==> src/rtl/led_breather.sv <==
// PWM "breathing" LED driver: ramps duty up, holds bright, ramps down, holds dark.
// Duty and phase only change on PWM period boundaries so the LED never glitches.
module led_breather #(
  parameter int PWM_BITS   = 8,
  parameter int STEP       = 1,
  parameter int HOLD_TICKS = 16
) (
  input  logic                sysClk,
  input  logic                sysRstN,
  input  logic                en,
  input  logic                stepTick,
  output logic                led,
  output logic [PWM_BITS-1:0] duty,
  output logic [1:0]          phase
);

  localparam int HC_W = (HOLD_TICKS > 0) ? $clog2(HOLD_TICKS + 1) : 1;
  localparam logic [PWM_BITS-1:0] MAX      = '1;
  localparam logic [PWM_BITS-1:0] LAST_CNT = MAX - 1'b1;
  localparam logic [PWM_BITS-1:0] STEP_N   = PWM_BITS'(STEP);
  localparam logic [HC_W-1:0]     HOLD_LAST =
    HC_W'((HOLD_TICKS == 0) ? 0 : HOLD_TICKS - 1);

  typedef enum logic [1:0] {
    RISE    = 2'd0,
    HOLD_HI = 2'd1,
    FALL    = 2'd2,
    HOLD_LO = 2'd3
  } phase_e;

  phase_e              state_q, state_d;
  logic [PWM_BITS-1:0] duty_q, duty_d;
  logic [HC_W-1:0]     hold_q, hold_d;
  logic [PWM_BITS-1:0] pwm_q, pwm_d;
  logic                pend_q, pend_d;
  logic                led_q, led_d;
  logic                boundary;
  logic                accept;
  logic                hold_done;

  // Widen by one bit so duty+STEP cannot wrap before the clamp.
  function automatic logic [PWM_BITS-1:0] sat_inc(input logic [PWM_BITS-1:0] d);
    logic [PWM_BITS:0] s;
    s = {1'b0, d} + {1'b0, STEP_N};
    return (s > {1'b0, MAX}) ? MAX : s[PWM_BITS-1:0];
  endfunction

  function automatic logic [PWM_BITS-1:0] sat_dec(input logic [PWM_BITS-1:0] d);
    return (d > STEP_N) ? (d - STEP_N) : '0;
  endfunction

  assign boundary  = (pwm_q == LAST_CNT);
  assign accept    = en & boundary & (pend_q | stepTick);
  assign hold_done = (HOLD_TICKS == 0) || (hold_q >= HOLD_LAST);

  assign pwm_d = boundary ? '0 : pwm_q + 1'b1;

  // A tick on the boundary cycle is consumed there, so boundary clears before set.
  always_comb begin
    pend_d = pend_q;
    if (!en)           pend_d = 1'b0;
    else if (boundary) pend_d = 1'b0;
    else if (stepTick) pend_d = 1'b1;
  end

  always_ff @(posedge sysClk or negedge sysRstN) begin
    if (!sysRstN) begin
      pwm_q  <= '0;
      pend_q <= 1'b0;
    end else begin
      pwm_q  <= pwm_d;
      pend_q <= pend_d;
    end
  end

  always_ff @(posedge sysClk or negedge sysRstN) begin
    if (!sysRstN) begin
      state_q <= RISE;
      duty_q  <= '0;
      hold_q  <= '0;
    end else begin
      state_q <= state_d;
      duty_q  <= duty_d;
      hold_q  <= hold_d;
    end
  end

  always_comb begin
    state_d = state_q;
    duty_d  = duty_q;
    hold_d  = hold_q;
    if (accept) begin
      case (state_q)
        RISE: begin
          duty_d = sat_inc(duty_q);
          if (duty_d == MAX) begin
            state_d = HOLD_HI;
            hold_d  = '0;
          end
        end
        HOLD_HI: begin
          if (hold_done) begin
            state_d = FALL;
            hold_d  = '0;
          end else begin
            hold_d = hold_q + 1'b1;
          end
        end
        FALL: begin
          duty_d = sat_dec(duty_q);
          if (duty_d == '0) begin
            state_d = HOLD_LO;
            hold_d  = '0;
          end
        end
        HOLD_LO: begin
          if (hold_done) begin
            state_d = RISE;
            hold_d  = '0;
          end else begin
            hold_d = hold_q + 1'b1;
          end
        end
        default: state_d = RISE;
      endcase
    end
  end

  always_comb begin
    led_d = en & (pwm_q < duty_q);
  end

  always_ff @(posedge sysClk or negedge sysRstN) begin
    if (!sysRstN) led_q <= 1'b0;
    else          led_q <= led_d;
  end

  assign led   = led_q;
  assign duty  = duty_q;
  assign phase = state_q;

endmodule

==> config.mk <==
export PLATFORM = sky130hd
export DESIGN_NAME = led_breather
export DESIGN_NICKNAME = d
export VERILOG_FILES = /design/src/rtl/led_breather.sv
export SDC_FILE = /design/constraint.sdc
export NUM_CORES = 1
export LEC_CHECK = 0
export CAP_MARGIN = 25
export CELL_PAD_IN_SITES_DETAIL_PLACEMENT = 0
export CELL_PAD_IN_SITES_GLOBAL_PLACEMENT = 1
export CORE_ASPECT_RATIO = 0.75
export CORE_UTILIZATION = 25
export CTS_BUF_LIST = sky130_fd_sc_hd__clkbuf_8
export DETAILED_ROUTE_END_ITERATION = 8
export PLACE_DENSITY = 0.5
export SKIP_LAST_GASP = 1
export SLEW_MARGIN = 10
export SYNTH_ARGS = -nofsm -noshare
export SYNTH_HDL_FRONTEND = slang
export SYNTH_SLANG_ARGS = --single-unit
export TNS_END_PERCENT = 10
==> constraint.sdc <==
create_clock -name sysClk -period 3.2 [get_ports sysClk]
set_clock_uncertainty 0.2 [all_clocks]
set_input_delay 0.32 -clock sysClk [delete_from_list [all_inputs] [get_ports sysClk]]
set_output_delay 0.32 -clock sysClk [all_outputs]
set_load 0.03 [all_outputs]
=== After elaboration in Yosys (flattened, before gate mapping) ===
Cells that the tools add are included.

* Bits in registers: 25
* Input bits: 4
* Word-level logic and storage cells: 51

* Add/subtract/negate cells: 4
* Magnitude comparators: 4
* Equality and inequality tests: 10
* Muxes and demuxes: 16
* Bitwise logic cells: 4
* Reductions and logical operators: 7

{| class="wikitable"
|+ Operator list
! kind !! count
|-
| two-way mux 8 bit || 3
|-
| equality test 8 bit (second input constant) || 2
|-
| one-hot mux 8 bit (2 select lines) || 1
|-
| two-way mux 5 bit || 3
|-
| one-hot mux 5 bit (3 select lines) || 1
|-
| adder 8 x 1 -> 9 bit (second input constant) || 1
|-
| greater-than comparator 9 x 8 -> 1 bit (second input constant) || 1
|-
| adder 8 x 1 -> 8 bit (second input constant) || 1
|-
| greater-than comparator 8 x 1 -> 1 bit (second input constant) || 1
|-
| zero test 8 bit || 1
|-
| < comparator 8 bit || 1
|-
| two-way mux 2 bit || 4
|-
| inequality test 2 bit (second input constant) || 4
|-
| one-hot mux 2 bit (4 select lines) || 1
|-
| subtractor 8 x 1 -> 8 bit (second input constant) || 1
|-
| adder 5 x 1 -> 5 bit (second input constant) || 1
|-
| greater-or-equal comparator 5 x 4 -> 1 bit (second input constant) || 1
|-
| AND reduction 5 bit || 1
|-
| equality test 2 bit (second input constant) || 2
|-
| bitwise AND 1 bit || 3
|-
| two-way mux 1 bit || 3
|-
| inequality test 3 x 1 -> 1 bit (second input constant) || 1
|-
| AND reduction 3 bit || 1
|-
| equality test 2 x 1 -> 1 bit (second input constant) || 1
|-
| 5 further kinds || 5
|}

=== Longest topological paths before layout ===
* Depth in word-level cells: 6
* Depth in mapped cells: 9
* Gate-level depth less buffers: 9

=== Worst setup path before layout ===
OpenSTA, ideal clock, no wires.

* Kind: reg-to-reg
* From: register duty_q[0] (netlist: duty[0])
* To: register hold_q[4]
* Setup time: 0.083 ns
* Arrival: 2.641 ns
* Required time: 2.917 ns
* Slack: 0.276 ns
* Cell stages (with the launch flop): 10
* Cells stage by stage: dfrtp_1 -> clkbuf_1 -> inv_1 -> ha_1 -> xor2_1 -> nor4_1 -> a311oi_1 -> or4_4 -> or3_1 -> o21ai_0

* Longest elaborated chain between the ends: 6
* Elaborated cells between the ends (all ways): 11

{| class="wikitable"
|+ Ends and longest elaborated chain
! item !! RTL line !! text
|-
| start: declaration || 32 || <nowiki>logic [PWM_BITS-1:0] duty_q, duty_d;</nowiki>
|-
| start signal: assignment || 83 || <nowiki>duty_q <= duty_d;</nowiki>
|-
| adder 8 x 1 -> 9 bit || 44 || <nowiki>s = {1'b0, d} + {1'b0, STEP_N};</nowiki>
|-
| greater-than comparator 9 x 8 -> 1 bit || 45 || <nowiki>return (s > {1'b0, MAX}) ? MAX : s[PWM_BITS-1:0];</nowiki>
|-
| two-way mux 8 bit || 45 ||
|-
| equality test 8 bit || 96 || <nowiki>if (duty_d == MAX) begin</nowiki>
|-
| inequality test 2 bit (no source line) || n/a ||
|-
| AND reduction 3 bit (no source line) (*) || n/a ||
|-
| end signal: assignment || 84 || <nowiki>hold_q <= hold_d;</nowiki>
|-
| end: declaration || 33 || <nowiki>logic [HC_W-1:0] hold_q, hold_d;</nowiki>
|}

Mark *: on every way between the ends. The rest lies on a longest branch, timed or not.
A chain may end at the register's enable or synchronous reset.

=== Worst setup path after layout ===
* From: register duty_q[1] (netlist: duty[1])
* To: register hold_q[4]

Same word-level chain as after synthesis.

==> tab_implementation.tex <==
\begin{tabular}{lr}
\hline
Metric & Value \\
\hline
\multicolumn{2}{l}{\textbf{Run}} \\
Max-cap check violation count & 0 \\
\multicolumn{2}{l}{\textbf{Clock tree}} \\
\# resized after CTS & 0 \\
Maximum level of the CTS H-tree & 1 \\
Buffers inserted during post-CTS setup optimization & 0 \\
Clock buffer count from CTS & 3 \\
Clock tree from TritonCTS & built \\
Hold buffer count at cts & 0 \\
Root Buffer & clkbuf\_8 \\
Sinks on the clock net & 25 \\
Clock buffer depth & 2 \\
Clk\_lat worst skew & 270 ps \\
Clock-pin slew of the registers on the worst-case setup and hold paths & 90 ps \\
\multicolumn{2}{l}{\textbf{Timing}} \\
Highest Clock Rate & 0.346 GHz \\
Setup TNS after final layout & 0 ps \\
Headroom to the max-slew limit & 61.8\% \\
Unrepaired setup endpoints after global routing & no \\
Period utilization & 90.3\% \\
Final setup margin & 311 ps \\
Final min period & 2890 ps \\
Final count of pins violating max slew & 0 \\
Total setup violations reported at the end of the flow & 0 \\
Final hold slack & 220 ps \\
Pin slew with the least headroom to its limit & 567 ps \\
Count of final hold-check violations & 0 \\
\multicolumn{2}{l}{\textbf{Final layout}} \\
Post-route cell area & 2200 sq um \\
Count of non-filler cells in the finished layout & 332 \\
\# diodes & 0 \\
Share of post-route cells with drive strength above 1 & 7.26\% \\
Post-layout net count & 258 \\
Synthesis-to-layout area growth & 18.0\% \\
\multicolumn{2}{l}{\textbf{Floorplan}} \\
Die extent in y & 76.8 um \\
Die width & 102 um \\
Area inside the core boundary & 6990 sq um \\
Area enclosed by the die boundary & 7800 sq um \\
Placement row count & 26 \\
Initial Util & 26.6\% \\
I/O Pins & 15 \\
\multicolumn{2}{l}{\textbf{Global route}} \\
Via count of the first global-routing pass & 1,498 \\
Wire length of the first global-routing pass & 8090 um \\
Total track usage & 13.4\% \\
Maximum number of pins on one net before global-route repair & 26 \\
Overflow after GRT & 0 \\
Initial antenna violation count & 0 \\
\multicolumn{2}{l}{\textbf{Routing}} \\
Remaining design rule violation count & 0 \\
Iteration-0 DRC Markers & 57 \\
Routed Wire Length & 4850 um \\
DRT Pass-1 Iters & 4 \\
Post-route ant nets & 0 \\
Vias after detailed routing & 1,603 \\
Wire length per cell & 14.6 um \\
Via-per-instance ratio & 4.83 \\
\multicolumn{2}{l}{\textbf{Placement}} \\
Placer congestion estimate & 0.834 \\
Number of cells after detailed placement & 328 \\
Cell area after placement & 2150 sq um \\
Post-placement worst setup slack & 338 ps \\
Count of buffers from port buffering & 14 \\
Detailed placement HPWL & 3720 um \\
\multicolumn{2}{l}{\textbf{Logic synthesis}} \\
Number of flops mapped to enable cells by yosys & 0 \\
Total of flip-flops plus latches after synthesis & 25 \\
Number of distinct library cells after synthesis & 47 \\
Mapped Avg Cell Area & 8.63 sq um \\
Fraction of registers with async set or reset after synthesis & 100\% \\
Post-Synthesis Net Count & 239 \\
Total of warnings raised by yosys & 0 \\
Synthesized netlist cell count & 216 \\
Dominant synthesized flop cell & dfrtp\_1 \\
Post-synthesis cell area & 1860 sq um \\
Register area share after synthesis & 33.6\% \\
\multicolumn{2}{l}{\textbf{Setup path}} \\
Endpoint of the most critical register-to-register path & hold\_q[4]\$\_DFFE\_PN0P\_ \\
Worst path required time & 3200 ps \\
R2R depth & 8 \\
Launch point of the worst reg-to-reg path & duty[1]\$\_DFFE\_PN0P\_ \\
Critical path endpoint category & register \\
Worst-path cell with the longest stage delay & or4\_4 \\
Longest individual stage delay on the worst path & 610 ps \\
Setup crit start kind & register \\
Cell chain of the critical path & inv\_1, ha\_1, nor3b\_1, xnor2\_1, a311oi\_1, or4\_4, or3\_1, o21ai\_0 \\
Flop2flop setup slack & 310 ps \\
Classification of the worst setup path & reg -> reg \\
Largest fanout on the critical path & 8 \\
Worst EP arrival & 2890 ps \\
\multicolumn{2}{l}{\textbf{Pwr}} \\
Part of the power in the clock network & 36.6\% \\
Relative contribution of sequential cells to total power & 60.2\% \\
Part of the power in combinational logic & 3.2\% \\
Switching Share & 22.4\% \\
Max VDD drop & 147 uV \\
Internal power & 0.409 mW \\
Pwr/cell area & 240 nW/um\^{}2 \\
Power dissipated by switching net loads & 0.118 mW \\
Leakage power & 0.902 nW \\
\multicolumn{2}{l}{\textbf{Hold path}} \\
Hold/Removal Path Class & in -> async \\
\multicolumn{2}{l}{\textbf{Run status}} \\
Outcome & finished, final reports clean \\
\hline
\end{tabular}
per-layer routing:
metal,track usage [%],wire length (um),vias to the layer above
li1,-,-,815
met5,0,0,-
met4,2.17,23,0
met2,18.8,1960,26
met1,20.7,2670,760
met3,3.01,200,2
layout make-up:
| type | instances | area [sq um] |
|---|---|---|
| fill | 767 | 4800 |
| multi-input combinational | 167 | 1140 |
| sequential | 25 | 626 |
| timing repair buffer | 24 | 215 |
| tap | 98 | 123 |
| inverter | 14 | 52.6 |
| clock buffer | 3 | 41.3 |
| clock inverter | 1 | 3.75 |
synth_stat cells (3+ instances only):
master    count  area (sq um)
inv_1        13          48.8
xnor2_1       7          61.3
a31oi_1       3          18.8
nand3_1       9          45.0
o211ai_1      4          30.0
nor4_1        4          25.0
nor2_1       21          78.8
o21ai_0      23           115
nand2b_1      3          18.8
clkbuf_1      7          26.3
ha_1         19           238
nor3_1        5          25.0
nand2_1      17          63.8
o31ai_1       4          30.0
a21oi_1       8          40.0
and2_1        3          18.8
dfrtp_1      25           626
metrics by stage:
stage | util (%) | power, mW
finish | 31.4 | 0.528
floorplan | - | 0.328
CTS | 31.4 | 0.543
global route | 31.4 | 0.557
global placement | 30.8 | 0.342
detailed placement | 30.8 | 0.342
sequential cells by signal, summed over array words and instances, names as in the netlist:
name    count
led         1
pend_q      1
duty        8
phase       2
hold_q      5
pwm_q       8
critical path, delay by kind of cell, from the launching register on:
family	cells	cell delay, ps
AND/OR/NAND/NOR	3	1330
flip-flops	1	470
adder cells (fa/ha/maj)	1	270
AO/OA/AOI/OAI	2	230
buffers and inverters	1	170
XOR/XNOR	1	160
how the worst max path moves through the flow:
stage	end	cells after the start	from	slack, ps
after floorplan	hold_q[4]$_DFFE_PN0P_	9	duty[0]$_DFFE_PN0P_	280
after global placement	hold_q[4]$_DFFE_PN0P_	8	duty[1]$_DFFE_PN0P_	360
after detailed placement	hold_q[4]$_DFFE_PN0P_	8	duty[1]$_DFFE_PN0P_	340
after CTS	hold_q[4]$_DFFE_PN0P_	8	duty[1]$_DFFE_PN0P_	310
after global routing	hold_q[0]$_DFFE_PN0P_	8	duty[1]$_DFFE_PN0P_	50
final	hold_q[4]$_DFFE_PN0P_	8	duty[1]$_DFFE_PN0P_	310
layout by cell type, fill, tap and decap left out, types with 2 or more instances in the layout:
cell type | Yosys | layout
a21o_1 | 2 | 2
clkdlybuf4s50_1 | 0 | 14
xnor2_1 | 7 | 7
and4_1 | 2 | 2
o211ai_1 | 4 | 4
and2_1 | 3 | 3
o21ai_0 | 23 | 23
nor2_1 | 21 | 21
o311ai_0 | 2 | 2
nand4_1 | 2 | 2
o31ai_1 | 4 | 4
or3_1 | 2 | 2
and3_1 | 2 | 2
nor4_1 | 4 | 4
inv_1 | 13 | 14
xor2_1 | 2 | 2
a41o_1 | 2 | 2
dfrtp_1 | 25 | 25
a31oi_1 | 3 | 3
a211oi_1 | 2 | 2
buf_4 | 0 | 10
nor2b_1 | 2 | 2
nand2b_1 | 3 | 3
nor3_1 | 5 | 5
ha_1 | 19 | 19
nand3_1 | 9 | 9
clkbuf_8 | 0 | 3
nand2_1 | 17 | 17
a21oi_1 | 8 | 8
logic make-up after synthesis:
group | synth area share (%)
AO/OA/AOI/OAI | 19.9
XOR/XNOR | 4.23
adder cells (fa/ha/maj) | 12.8
buffers and inverters | 5.37
flip-flops | 33.6
multiplexers | 1.14
AND/OR/NAND/NOR | 23.0
power by group through the flow:
stage / clock network, mW / registers, mW / logic [mW]
6_report: 0.193 / 0.318 / 0.0169
5_1_grt: 0.219 / 0.318 / 0.0198
4_1_cts: 0.207 / 0.318 / 0.0183
3_5_place_dp: 0 / 0.324 / 0.0184
3_3_place_gp: 0 / 0.324 / 0.0184
2_1_floorplan: 0 / 0.325 / 0.00230
(Power assumes the default switching activity.)
